[config.mk]
export PLATFORM = sky130hd
export DESIGN_NAME = ctrl_pipe
export DESIGN_NICKNAME = d
export VERILOG_FILES = /design/src/rtl/rv32i_types.sv /design/src/rtl/ctrl_decode.sv /design/src/rtl/ctrl_pipe.sv
export SDC_FILE = /design/constraint.sdc
export NUM_CORES = 1
export LEC_CHECK = 0
export ABC_AREA = 1
export CAP_MARGIN = 10
export CORE_ASPECT_RATIO = 1.4
export CORE_MARGIN = 10
export CORE_UTILIZATION = 25
export CTS_CLUSTER_DIAMETER = 120
export DETAILED_ROUTE_END_ITERATION = 8
export PLACE_DENSITY_LB_ADDON = 0.2
export RECOVER_POWER = 50
export SYNTH_ARGS = -nofsm -noshare
export SYNTH_HDL_FRONTEND = slang
export SYNTH_SLANG_ARGS = --single-unit
[constraint.sdc]
create_clock -name clk -period 1.3 [get_ports clk]
set_input_delay 0.195 -clock clk [delete_from_list [all_inputs] [get_ports clk]]
set_output_delay 0.195 -clock clk [all_outputs]
set_load 0.005 [all_outputs]
[src/rtl/rv32i_types.sv]
// Shared RV32I types: opcodes, ALU/compare encodings, mux selects and the
// control word that rides down the pipeline alongside each instruction.
package rv32i_types;

   typedef enum logic [6:0] {
      op_lui   = 7'b0110111,
      op_auipc = 7'b0010111,
      op_jal   = 7'b1101111,
      op_jalr  = 7'b1100111,
      op_br    = 7'b1100011,
      op_load  = 7'b0000011,
      op_store = 7'b0100011,
      op_imm   = 7'b0010011,
      op_reg   = 7'b0110011
   } rv32i_opcode;

   typedef enum logic [2:0] {
      alu_add = 3'b000,
      alu_sll = 3'b001,
      alu_sra = 3'b010,
      alu_sub = 3'b011,
      alu_xor = 3'b100,
      alu_srl = 3'b101,
      alu_or  = 3'b110,
      alu_and = 3'b111
   } alu_ops;

   typedef enum logic [2:0] {
      beq  = 3'b000,
      bne  = 3'b001,
      blt  = 3'b100,
      bge  = 3'b101,
      bltu = 3'b110,
      bgeu = 3'b111
   } branch_funct3_t;

   typedef enum logic {
      alumux1_rs1 = 1'b0,
      alumux1_pc  = 1'b1
   } alumux1_sel_t;

   typedef enum logic [2:0] {
      alumux2_i_imm = 3'd0,
      alumux2_u_imm = 3'd1,
      alumux2_b_imm = 3'd2,
      alumux2_s_imm = 3'd3,
      alumux2_j_imm = 3'd4,
      alumux2_rs2   = 3'd5
   } alumux2_sel_t;

   typedef enum logic {
      cmpmux_rs2   = 1'b0,
      cmpmux_i_imm = 1'b1
   } cmpmux_sel_t;

   typedef enum logic [2:0] {
      memwb_alu_out   = 3'd0,
      memwb_br_en     = 3'd1,
      memwb_u_imm     = 3'd2,
      memwb_mem_rdata = 3'd3,
      memwb_pc_plus4  = 3'd4
   } memwbmux_sel_t;

   localparam logic [6:0] FUNCT7_M   = 7'b0000001;
   localparam logic [2:0] F3_ADD     = 3'b000;
   localparam logic [2:0] F3_SLT     = 3'b010;
   localparam logic [2:0] F3_SLTU    = 3'b011;
   localparam logic [2:0] F3_SR      = 3'b101;

   typedef struct packed {
      rv32i_opcode    opcode;
      alu_ops         aluop;
      branch_funct3_t cmpop;
      logic [2:0]     funct3;
      alumux1_sel_t   alumux1_sel;
      alumux2_sel_t   alumux2_sel;
      cmpmux_sel_t    cmpmux_sel;
      memwbmux_sel_t  memwbmux_sel;
      logic           load_regfile;
      logic           mem_read;
      logic           mem_write;
      logic           jump;
      logic           mdu;
   } rv32i_control_word;

endpackage

[src/rtl/ctrl_decode.sv]
// Purely combinational RV32I(+M) decoder producing the control word for the
// instruction sitting in the decode slot.
module ctrl_decode
   import rv32i_types::*;
#(
   parameter bit ENABLE_M = 1'b0
) (
   input  logic [6:0]        opcode,
   input  logic [2:0]        funct3,
   input  logic [6:0]        funct7,
   input  logic [4:0]        rd,
   output rv32i_control_word cword,
   output logic              illegal
);

   // Anything not recognised collapses to an all-zero word so it can never write state.
   always_comb begin
      cword        = '0;
      illegal      = 1'b0;
      cword.opcode = rv32i_opcode'(opcode);
      cword.funct3 = funct3;
      case (rv32i_opcode'(opcode))
         op_lui: begin
            cword.load_regfile = 1'b1;
            cword.memwbmux_sel = memwb_u_imm;
         end
         op_auipc: begin
            cword.alumux1_sel  = alumux1_pc;
            cword.alumux2_sel  = alumux2_u_imm;
            cword.load_regfile = 1'b1;
         end
         op_jal: begin
            cword.alumux1_sel  = alumux1_pc;
            cword.alumux2_sel  = alumux2_j_imm;
            cword.load_regfile = 1'b1;
            cword.jump         = 1'b1;
            cword.memwbmux_sel = memwb_pc_plus4;
         end
         op_jalr: begin
            cword.alumux1_sel  = alumux1_rs1;
            cword.alumux2_sel  = alumux2_i_imm;
            cword.load_regfile = 1'b1;
            cword.jump         = 1'b1;
            cword.memwbmux_sel = memwb_pc_plus4;
         end
         op_br: begin
            cword.cmpop       = branch_funct3_t'(funct3);
            cword.alumux1_sel = alumux1_pc;
            cword.alumux2_sel = alumux2_b_imm;
         end
         op_load: begin
            cword.alumux2_sel  = alumux2_i_imm;
            cword.mem_read     = 1'b1;
            cword.load_regfile = 1'b1;
            cword.memwbmux_sel = memwb_mem_rdata;
         end
         op_store: begin
            cword.alumux2_sel = alumux2_s_imm;
            cword.mem_write   = 1'b1;
         end
         op_imm: begin
            cword.alumux2_sel  = alumux2_i_imm;
            cword.load_regfile = 1'b1;
            case (funct3)
               F3_SLT: begin
                  cword.cmpop        = blt;
                  cword.cmpmux_sel   = cmpmux_i_imm;
                  cword.memwbmux_sel = memwb_br_en;
               end
               F3_SLTU: begin
                  cword.cmpop        = bltu;
                  cword.cmpmux_sel   = cmpmux_i_imm;
                  cword.memwbmux_sel = memwb_br_en;
               end
               F3_SR:   cword.aluop = funct7[5] ? alu_sra : alu_srl;
               default: cword.aluop = alu_ops'(funct3);
            endcase
         end
         op_reg: begin
            cword.alumux2_sel = alumux2_rs2;
            if (funct7 == FUNCT7_M) begin
               if (ENABLE_M) begin
                  cword.mdu          = 1'b1;
                  cword.aluop        = alu_ops'(funct3);
                  cword.load_regfile = 1'b1;
               end else begin
                  illegal = 1'b1;
               end
            end else begin
               cword.load_regfile = 1'b1;
               case (funct3)
                  F3_ADD: cword.aluop = funct7[5] ? alu_sub : alu_add;
                  F3_SLT: begin
                     cword.cmpop        = blt;
                     cword.memwbmux_sel = memwb_br_en;
                  end
                  F3_SLTU: begin
                     cword.cmpop        = bltu;
                     cword.memwbmux_sel = memwb_br_en;
                  end
                  F3_SR:   cword.aluop = funct7[5] ? alu_sra : alu_srl;
                  default: cword.aluop = alu_ops'(funct3);
               endcase
            end
         end
         default: illegal = 1'b1;
      endcase
      if (rd == 5'd0) cword.load_regfile = 1'b0;
      if (illegal) cword = '0;
   end

endmodule

[src/rtl/ctrl_pipe.sv]
// Control-word pipeline: decodes the ID slot and carries the control word,
// valid bit and rd through NUM_STAGES registered stages with stall/flush/load-use.
module ctrl_pipe
   import rv32i_types::*;
#(
   parameter int NUM_STAGES   = 3,
   parameter int FLUSH_STAGES = 2,
   parameter bit ENABLE_M     = 1'b0
) (
   input  logic                               clk,
   input  logic                               rst_n,
   input  logic                               id_valid,
   input  logic [6:0]                         opcode,
   input  logic [2:0]                         funct3,
   input  logic [6:0]                         funct7,
   input  logic [4:0]                         rs1,
   input  logic [4:0]                         rs2,
   input  logic [4:0]                         rd,
   input  logic                               stall,
   input  logic                               flush,
   output logic                               id_ready,
   output logic                               illegal,
   output rv32i_control_word [NUM_STAGES-1:0] stage_cword,
   output logic [NUM_STAGES-1:0]              stage_valid,
   output logic [NUM_STAGES-1:0][4:0]         stage_rd
);

   rv32i_control_word                 dec_cword;
   logic                              load_use;
   logic                              s0_valid;
   rv32i_control_word                 s0_cword;
   logic [4:0]                        s0_rd;
   logic [NUM_STAGES-1:0]             nxt_valid;
   rv32i_control_word [NUM_STAGES-1:0] nxt_cword;
   logic [NUM_STAGES-1:0][4:0]        nxt_rd;

   ctrl_decode #(.ENABLE_M(ENABLE_M)) u_decode (
      .opcode  (opcode),
      .funct3  (funct3),
      .funct7  (funct7),
      .rd      (rd),
      .cword   (dec_cword),
      .illegal (illegal)
   );

   // A load in stage 0 cannot forward in time to a dependent instruction in decode.
   assign load_use = stage_valid[0] && stage_cword[0].mem_read && (stage_rd[0] != 5'd0) &&
                     id_valid && ((stage_rd[0] == rs1) || (stage_rd[0] == rs2));
   assign id_ready = !stall && !load_use;

   always_comb begin
      s0_valid = 1'b0;
      s0_cword = '0;
      s0_rd    = '0;
      if (!load_use) begin
         s0_valid = id_valid && !illegal;
         s0_cword = dec_cword;
         s0_rd    = rd;
      end
   end

   // Flush is applied last so it wins over both stall and the load-use bubble.
   always_comb begin
      nxt_valid = stage_valid;
      nxt_cword = stage_cword;
      nxt_rd    = stage_rd;
      if (!stall) begin
         nxt_valid = {stage_valid[NUM_STAGES-2:0], s0_valid};
         nxt_cword = {stage_cword[NUM_STAGES-2:0], s0_cword};
         nxt_rd    = {stage_rd[NUM_STAGES-2:0], s0_rd};
      end
      if (flush) begin
         for (int k = 0; k < FLUSH_STAGES; k++) begin
            nxt_valid[k] = 1'b0;
            nxt_cword[k] = '0;
            nxt_rd[k]    = '0;
         end
      end
   end

   always_ff @(posedge clk or negedge rst_n) begin
      if (!rst_n) begin
         stage_valid <= '0;
         stage_cword <= '0;
         stage_rd    <= '0;
      end else begin
         stage_valid <= nxt_valid;
         stage_cword <= nxt_cword;
         stage_rd    <= nxt_rd;
      end
   end

endmodule

==> metrics.txt, run 1 <==
# TYPE chip_impl_metric gauge
chip_impl_metric{name="timing.clock.skew",unit="ns"} 0.00862
chip_impl_info{name="tritoncts_clock_tree",value="yes"} 1
chip_impl_metric{name="cts.sink_count",unit=""} 102
chip_impl_info{name="worstSetupStartpointType",value="register"} 1
chip_impl_metric{name="timing.final.crit_share",unit="%"} 136
chip_impl_metric{name="drt_first_iter_violations",unit=""} 262
chip_impl_metric{name="syn_area",unit="um^2"} 4550
chip_impl_metric{name="areaGrowthSynthToFinish",unit="%"} 62.5
chip_impl_metric{name="tightest_slew",unit="ns"} 0.508
chip_impl_metric{name="finish.instance_area",unit="um^2"} 7400
chip_impl_metric{name="clock_latency",unit="ns"} 0.34
chip_impl_metric{name="die_area",unit="um^2"} 24100
chip_impl_metric{name="powerDensity",unit="nW/um^2"} 969
chip_impl_metric{name="setup_slack",unit="ns"} -0.471
chip_impl_metric{name="htreeDepth",unit=""} 3
chip_impl_metric{name="totalNegativeSetupSlack",unit="ns"} -12.11
chip_impl_metric{name="path_max_fanout",unit=""} 4
chip_impl_metric{name="syn_inst",unit=""} 538
chip_impl_metric{name="clockBufferDepth",unit=""} 2
chip_impl_metric{name="regToRegSetupSlack",unit="ns"} -0.42
chip_impl_metric{name="peakVddDrop",unit="uV"} 587
chip_impl_metric{name="drc",unit=""} 0
chip_impl_metric{name="first_global_vias",unit=""} 4638
chip_impl_info{name="cpMaxStageDelayCell",value="sky130_fd_sc_hd__dfrtp_1"} 1
chip_impl_info{name="critPathKind",value="reg -> out"} 1
chip_impl_metric{name="ys_seq_area_share",unit="%"} 56.1
chip_impl_metric{name="via_total_after_detailed_routing",unit=""} 4512
chip_impl_metric{name="grt_pass1_wl",unit="mm"} 26.2
chip_impl_metric{name="die_h",unit="um"} 180
chip_impl_metric{name="leakage_power_figure",unit="nW"} 3.86
chip_impl_metric{name="final_layout_size_suffix_gt1_share",unit="%"} 27.1
chip_impl_metric{name="final_net_count",unit=""} 806
chip_impl_info{name="violations_in_the_final_reports",value="setup timing"} 1
chip_impl_info{name="rsz_0062_raised_after_global_routing",value="yes"} 1
chip_impl_metric{name="finish.cell_count_without_fillers",unit=""} 1014
chip_impl_metric{name="fin_total_pwr",unit="mW"} 7.17
chip_impl_info{name="clock-root-buffer",value="sky130_fd_sc_hd__clkbuf_16"} 1
chip_impl_metric{name="io_pins",unit=""} 144
chip_impl_metric{name="arrival",unit="ns"} 1.58
chip_impl_metric{name="initial_core_util",unit="%"} 25.4
chip_impl_metric{name="hold_viol",unit=""} 0
chip_impl_metric{name="min_period",unit="ns"} 1.77
chip_impl_info{name="status",value="complete, but fails checks"} 1
chip_impl_metric{name="cts.reportedPaths.clkPinSlew",unit="ns"} 0.08
chip_impl_info{name="hold_class",value="in -> reg"} 1
chip_impl_metric{name="std_cell_rows",unit=""} 58
chip_impl_metric{name="cts-buffers-inserted",unit=""} 9
chip_impl_metric{name="via_per_inst",unit=""} 4.45
chip_impl_metric{name="grt.overflow.total",unit=""} 0
chip_impl_metric{name="antenna_cells_inserted",unit=""} 0
chip_impl_metric{name="core_area",unit="um^2"} 17900
chip_impl_metric{name="yosysWarningCount",unit=""} 0
chip_impl_info{name="worst_setup_path_end_kind",value="output port"} 1
chip_impl_metric{name="dpl.hpwl",unit="mm"} 12.6
chip_impl_metric{name="gp_congestion",unit=""} 0.883
chip_impl_metric{name="dieWidth",unit="um"} 134
chip_impl_metric{name="required",unit="ns"} 1.11
chip_impl_metric{name="synth_cell_type_count",unit=""} 27
chip_impl_metric{name="postRouteWirelength",unit="mm"} 16.8
chip_impl_metric{name="io_buffer_count",unit=""} 140
chip_impl_metric{name="final.hold.worst_slack",unit="ns"} 0.173
chip_impl_metric{name="grt_max_degree",unit=""} 54
chip_impl_metric{name="timing.final.setup_violations",unit=""} 36
chip_impl_metric{name="n_fill_cell",unit=""} 1844
chip_impl_info{name="crit_path_cell_trace",value="inv_2 -> nand3_2 -> o21bai_1 -> inv_1 -> a21oi_4 -> buf_2"} 1
chip_impl_metric{name="groute.usage.overall",unit="%"} 13.7
chip_impl_metric{name="post_synth.cell_area_avg",unit="um^2"} 8.46
chip_impl_metric{name="maxSlewViolCount",unit=""} 0
chip_impl_metric{name="route.antenna.remaining_nets",unit=""} 0
chip_impl_metric{name="antenna_violations_before_repair",unit=""} 0
chip_impl_metric{name="place_inst",unit=""} 955
chip_impl_metric{name="postSynthRegisterBits",unit=""} 102
chip_impl_metric{name="drv_cap",unit=""} 0
chip_impl_metric{name="route.detailed.wl_per_inst",unit="um"} 16.5
chip_impl_metric{name="max_clock_freq",unit="MHz"} 565
chip_impl_metric{name="slowest_delay",unit="ns"} 0.42
chip_impl_metric{name="postPlaceCellArea",unit="um^2"} 6660
chip_impl_metric{name="maxSlewHeadroom",unit="%"} 66.1
chip_impl_metric{name="firstDrtPassIters",unit=""} 4
-- worst paths after layout --
| kind | to | cells past startpoint | start |
|---|---|---|---|
| max | id_ready | 6 | stage_rd[3] |
| min | stage_cword[27] | 3 | opcode[5] |
| max reg2reg | stage_cword[14] | 12 | stage_rd[3] |
| min reg2reg | stage_cword[79] | 2 | stage_cword[79] |
| max in group asynchronous | stage_cword[48] | 3 | rst_n |
| min in group asynchronous | stage_cword[77] | 2 | rst_n |
-- through the flow --
step / worst slack, ns / utilization (%)
after global routing: -0.545 / 41.3
after detailed placement: -0.908 / 37.2
after CTS: -0.483 / 40.4
after global placement: -0.838 / 37.2
final: -0.471 / 41.3
after floorplan: -0.165 / -
-- placed cells by master, fill, tap and decap left out, drive strengths merged --
cell type	n
clkinv	1
bufinv	1
nor3	4
dlygate4sd2	96
dlygate4sd3	1
or2	1
nand3	40
conb	3
o211ai	3
nor2	22
dfrtp	102
clkdlybuf4s50	20
clkbuf	22
o21bai	1
o21ai	98
buf	116
clkdlybuf4s15	3
a21oi	30
nand2	125
nand4	8
o2111ai	1
inv	74
xnor2	2
-- repair_timing --
item | in CTS | in global routing
setup buffers | 36 | 7
endpoints found under the hold margin | 47 | 0
hold buffers | 1 | 0
endpoints found under the setup margin | 138 | 42
pin swaps | 28 | 23
gates resized for setup | 212 | 69
-- area by class of cell --
type,count,area [um^2],share of cell area (%)
Tap cell,240,300,4.06
Multi-Input combinational cell,338,1870,25.3
Inverter,70,270,3.65
Clock buffer,10,239,3.23
Timing Repair Buffer,248,2080,28.2
Sequential cell,102,2550,34.5
Clock inverter,6,76.3,1.03
-- critical path: cells and delay by family (launching register included) --
family / cells / cell delay, ns
compound gates: 2 / 0.37
buf+inv: 3 / 0.36
flops: 1 / 0.42
simple gates: 1 / 0.09
-- report_power, final --
part	leakage, nW	switching, mW	internal (mW)	total [mW]
sequential	1.39	0.0665	3.28	3.35
clock	0.156	1.25	1.58	2.84
combinational	2.31	0.542	0.442	0.984
total	3.86	1.86	5.31	7.17
-- layer usage --
metal / GRT usage (%) / up-vias / part of all wire, %
met1: 15.5 / 2155 / 39
met2: 24.8 / 131 / 54
li1: - / 2206 / -
met4: 4.15 / 0 / 2.0
met3: 3.15 / 20 / 4.9
met5: 0 / - / 0
-- sequential cells by signal, indices dropped and copies added (netlist names) --
signal       cells
stage_cword     84
stage_rd        15
stage_valid      3
-- Yosys cell counts --
library cell,instances,share of area (%)
sky130_fd_sc_hd__clkbuf_1,22,1.8
sky130_fd_sc_hd__or2_2,1,0.14
sky130_fd_sc_hd__o21ai_1,2,0.22
sky130_fd_sc_hd__nor2_1,22,1.8
sky130_fd_sc_hd__buf_4,3,0.49
sky130_fd_sc_hd__a21oi_1,29,3.2
sky130_fd_sc_hd__buf_1,1,0.082
sky130_fd_sc_hd__inv_1,69,5.7
sky130_fd_sc_hd__xnor2_1,2,0.38
sky130_fd_sc_hd__inv_2,1,0.082
sky130_fd_sc_hd__nand2_1,123,10
sky130_fd_sc_hd__nand4_1,8,1.1
sky130_fd_sc_hd__conb_1,1,0.082
sky130_fd_sc_hd__o2111ai_1,1,0.19
sky130_fd_sc_hd__nand3_1,37,4.1
sky130_fd_sc_hd__buf_2,3,0.33
sky130_fd_sc_hd__nand2_2,1,0.14
sky130_fd_sc_hd__nor3_1,4,0.44
sky130_fd_sc_hd__dfrtp_1,102,56
sky130_fd_sc_hd__buf_6,1,0.25
sky130_fd_sc_hd__o21ai_2,10,1.9
sky130_fd_sc_hd__a21oi_4,1,0.36
sky130_fd_sc_hd__nand2_4,1,0.25
sky130_fd_sc_hd__nand3_2,3,0.66
sky130_fd_sc_hd__o21ai_0,86,9.5
sky130_fd_sc_hd__o211ai_1,3,0.49
sky130_fd_sc_hd__o21bai_1,1,0.16
-- cells by family (layout without fill, tap and decap cells) --
logic type / count (synthesis) / after routing / synth area share (%)
XOR/XNOR: 2 / 2 / 0.385
flip-flops: 102 / 102 / 56.1
AND/OR/NAND/NOR: 200 / 200 / 18.7
other: 1 / 3 / 0.0824
buffers and inverters: 100 / 334 / 8.74
AO/OA/AOI/OAI: 133 / 133 / 16.0
No activity file was read; power rests on OpenSTA's default activity.
==> run 2: changes to the inputs <==
--- a/config.mk
+++ b/config.mk
@@ -17,3 +17,4 @@
 export SYNTH_ARGS = -nofsm -noshare
 export SYNTH_HDL_FRONTEND = slang
 export SYNTH_SLANG_ARGS = --single-unit
+export TNS_END_PERCENT = 50
==> run 2 against run 1 <==
The run still ends with setup timing left. Global-route usage fell by 0.53 points. Sequential cell count stayed put. Worst hold slack gained 0.056 ns. Die area stayed put. Sequential power about the same. Clock skew about the same. Worst setup slack got worse by 0.0082 ns. Utilization fell by 0.36 points. Final cell count decreased by 0.49%. Clock power increased by 11%. Non-clock buffer count decreased by 7. Combinational power fell by 2%.
==> metrics.txt, run 2 (synthesis results as in run 1) <==
# TYPE chip_impl_metric gauge
chip_impl_metric{name="power_frac_clock",unit="%"} 42.3
chip_impl_metric{name="route.detailed.wl_per_inst",unit="um"} 16.0
chip_impl_info{name="top_regs",value="stage_cword x84, stage_rd x15, stage_valid x3"} 1
chip_impl_metric{name="via_total_after_detailed_routing",unit=""} 4402
chip_impl_info{name="crit_path_max_delay_family",value="flip-flops"} 1
chip_impl_metric{name="final_layout_size_suffix_gt1_share",unit="%"} 25.7
chip_impl_metric{name="grt_pass1_wl",unit="mm"} 25.2
chip_impl_info{name="rsz_0062_raised_after_global_routing",value="yes"} 1
chip_impl_metric{name="hold_viol",unit=""} 0
chip_impl_metric{name="cp_num_buf_inv",unit=""} 2
chip_impl_metric{name="grt.overflow.total",unit=""} 0
chip_impl_metric{name="leakage_power_figure",unit="nW"} 3.83
chip_impl_metric{name="path_max_fanout",unit=""} 6
chip_impl_info{name="status",value="complete, but fails checks"} 1
chip_impl_metric{name="peakVddDrop",unit="uV"} 567
chip_impl_info{name="worstSetupStartpointType",value="register"} 1
chip_impl_info{name="clock-root-buffer",value="sky130_fd_sc_hd__clkbuf_16"} 1
chip_impl_metric{name="areaGrowthSynthToFinish",unit="%"} 61.1
chip_impl_metric{name="clock_latency",unit="ns"} 0.34
chip_impl_metric{name="largest_register_ffs",unit=""} 84
chip_impl_metric{name="io_buffer_count",unit=""} 140
chip_impl_metric{name="via_per_inst",unit=""} 4.36
chip_impl_metric{name="cts.sink_count",unit=""} 102
chip_impl_metric{name="dpl.hpwl",unit="mm"} 12.7
chip_impl_metric{name="firstDrtPassIters",unit=""} 4
chip_impl_metric{name="regToRegSetupSlack",unit="ns"} -0.43
chip_impl_metric{name="required",unit="ns"} 1.11
chip_impl_metric{name="antenna_cells_inserted",unit=""} 0
chip_impl_metric{name="setup_slack",unit="ns"} -0.479
chip_impl_info{name="crit_path_cell_trace",value="nand2_1 -> inv_1 -> nor2_2 -> nor2_4 -> nand3_2 -> nand2_4 -> a21oi_4 -> buf_2"} 1
chip_impl_metric{name="power.share.switching",unit="%"} 24.7
chip_impl_metric{name="drv_cap",unit=""} 0
chip_impl_metric{name="slowest_delay",unit="ns"} 0.45
chip_impl_metric{name="final_net_count",unit=""} 801
chip_impl_metric{name="pwr-share-seq",unit="%"} 44.8
chip_impl_metric{name="max_clock_freq",unit="MHz"} 562
chip_impl_metric{name="first_global_vias",unit=""} 4490
chip_impl_info{name="critPathKind",value="reg -> out"} 1
chip_impl_metric{name="final.hold.worst_slack",unit="ns"} 0.229
chip_impl_metric{name="postRouteWirelength",unit="mm"} 16.1
chip_impl_info{name="most_frequent_standard_cell_in_the_layout_excluding_fill_and_tap_cells",value="sky130_fd_sc_hd__nand2_1"} 1
chip_impl_metric{name="clockBufferDepth",unit=""} 2
chip_impl_metric{name="timing.final.crit_share",unit="%"} 137
chip_impl_metric{name="fin_total_pwr",unit="mW"} 7.48
chip_impl_info{name="cpMaxStageDelayCell",value="sky130_fd_sc_hd__dfrtp_2"} 1
chip_impl_metric{name="maxSlewViolCount",unit=""} 0
chip_impl_metric{name="gp_congestion",unit=""} 0.902
chip_impl_metric{name="antenna_violations_before_repair",unit=""} 0
chip_impl_metric{name="route.antenna.remaining_nets",unit=""} 0
chip_impl_metric{name="groute.usage.overall",unit="%"} 13.2
chip_impl_info{name="tritoncts_clock_tree",value="yes"} 1
chip_impl_metric{name="timing.final.setup_violations",unit=""} 60
chip_impl_metric{name="core_area",unit="um^2"} 17900
chip_impl_metric{name="maxSlewHeadroom",unit="%"} 47.9
chip_impl_metric{name="combinationalPowerShare",unit="%"} 13.0
chip_impl_metric{name="htreeDepth",unit=""} 3
chip_impl_metric{name="initial_core_util",unit="%"} 25.4
chip_impl_metric{name="cts-buffers-inserted",unit=""} 9
chip_impl_metric{name="std_cell_rows",unit=""} 58
chip_impl_info{name="worst_setup_path_end_kind",value="output port"} 1
chip_impl_metric{name="postPlaceCellArea",unit="um^2"} 6730
chip_impl_metric{name="die_area",unit="um^2"} 24100
chip_impl_metric{name="power.net_switching",unit="mW"} 1.85
chip_impl_metric{name="cts.reportedPaths.clkPinSlew",unit="ns"} 0.07
chip_impl_metric{name="detailedPlace.worstSlack",unit="ns"} -0.858
chip_impl_metric{name="grt_max_degree",unit=""} 48
chip_impl_info{name="violations_in_the_final_reports",value="setup timing"} 1
chip_impl_info{name="regMostFlops",value="stage_cword"} 1
chip_impl_metric{name="timing.clock.skew",unit="ns"} 0.00824
chip_impl_metric{name="drc",unit=""} 0
chip_impl_metric{name="dieWidth",unit="um"} 134
chip_impl_info{name="mostFrequentLayoutCells",value="sky130_fd_sc_hd__nand2_1, sky130_fd_sc_hd__dfrtp_1, sky130_fd_sc_hd__dlygate4sd2_1"} 1
chip_impl_metric{name="io_pins",unit=""} 144
chip_impl_info{name="hold_class",value="in -> reg"} 1
chip_impl_metric{name="totalNegativeSetupSlack",unit="ns"} -17.53
chip_impl_metric{name="die_h",unit="um"} 180
chip_impl_metric{name="drt_first_iter_violations",unit=""} 218
chip_impl_metric{name="tightest_slew",unit="ns"} 0.782
chip_impl_metric{name="powerDensity",unit="nW/um^2"} 1020
chip_impl_metric{name="finish.instance_area",unit="um^2"} 7330
chip_impl_metric{name="cell_internal_pwr",unit="mW"} 5.63
chip_impl_metric{name="min_period",unit="ns"} 1.78
chip_impl_metric{name="arrival",unit="ns"} 1.58
run 2: cell types whose count changed in the layout (fill, tap and decap cells not counted), sizes merged:
cell,previous run,this run
bufinv,1,3
nand2,125,127
clkinv,1,0
clkdlybuf4s15,3,5
buf,116,102
dlygate4sd2,96,99
inv,74,73
clkbuf,22,23
clkinvlp,0,1
run 2: cell type report:
class	instances	area, um^2
Clock buffer	9	225
Clock inverter	7	126
Fill cell	1874	10600
Inverter	70	263
Multi-Input combinational cell	340	1840
Sequential cell	102	2550
Tap cell	240	300
Timing Repair Buffer	241	2030
run 2: repair_timing:
| action | CTS | global route |
|---|---|---|
| endpoints found under the hold margin | 20 | 0 |
| hold buffers | 1 | 0 |
| buffers inserted | 23 | 7 |
| pin swaps | 21 | 13 |
| setup endpoints to repair | 138 | 40 |
| cloned | 0 | 2 |
| gates resized for setup | 195 | 45 |
run 2: worst paths after layout:
kind	depth (start not counted)	end	from
max in group asynchronous	3	stage_cword[73]	rst_n
worst min register to register	2	stage_cword[83]	stage_cword[83]
worst max-delay path	8	id_ready	stage_rd[0]
min in group asynchronous	2	stage_cword[72]	rst_n
worst max register to register	12	stage_rd[3]	stage_rd[3]
worst min-delay path	3	stage_cword[1]	opcode[2]
run 2: power groups by stage:
stage / Sequential (mW) / Combinational [mW] / Clock, mW
final: 3.35 / 0.969 / 3.16
after floorplan: 3.42 / 0.319 / 0
after CTS: 3.35 / 0.947 / 3.24
after global placement: 3.42 / 0.973 / 0
after detailed placement: 3.42 / 0.989 / 0
after global routing: 3.37 / 1.09 / 3.35
run 2: metrics by stage:
stage          std cells  util [%]
2_1_floorplan        540         -
6_report            1009      40.9
3_3_place_gp         960      37.5
3_5_place_dp         960      37.5
4_1_cts             1000      40.2
5_1_grt             1009      40.9
run 2: per-layer routing:
| metal | part of all wire, % | track usage [%] | up-vias |
|---|---|---|---|
| met5 | 0 | 0 | - |
| met4 | 1.8 | 4.15 | 0 |
| met3 | 4.5 | 3.18 | 17 |
| met2 | 53 | 23.8 | 95 |
| met1 | 40 | 14.8 | 2095 |
| li1 | - | - | 2195 |
run 2: worst register-to-register path, cell delays in order, from the launching register on:
cell	delay [ns]
sky130_fd_sc_hd__dfrtp_1	0.41
sky130_fd_sc_hd__buf_4	0.15
sky130_fd_sc_hd__nand2_1	0.06
sky130_fd_sc_hd__nand2_1	0.06
sky130_fd_sc_hd__nor2_2	0.09
sky130_fd_sc_hd__nand3_2	0.10
sky130_fd_sc_hd__nand2_4	0.11
sky130_fd_sc_hd__a21oi_4	0.08
sky130_fd_sc_hd__buf_6	0.12
sky130_fd_sc_hd__buf_12	0.13
sky130_fd_sc_hd__buf_4	0.15
sky130_fd_sc_hd__nand3_1	0.06
sky130_fd_sc_hd__o21ai_0	0.08
==> run 3: changes to the inputs <==
--- a/config.mk
+++ b/config.mk
@@ -6,7 +6,7 @@
 export NUM_CORES = 1
 export LEC_CHECK = 0
 export ABC_AREA = 1
-export CAP_MARGIN = 10
+export CAP_MARGIN = 20
 export CORE_ASPECT_RATIO = 1.4
 export CORE_MARGIN = 10
 export CORE_UTILIZATION = 25
==> results of run 3 <==
Same layout as run 2: the final DEF is identical, and so are final timing and power.
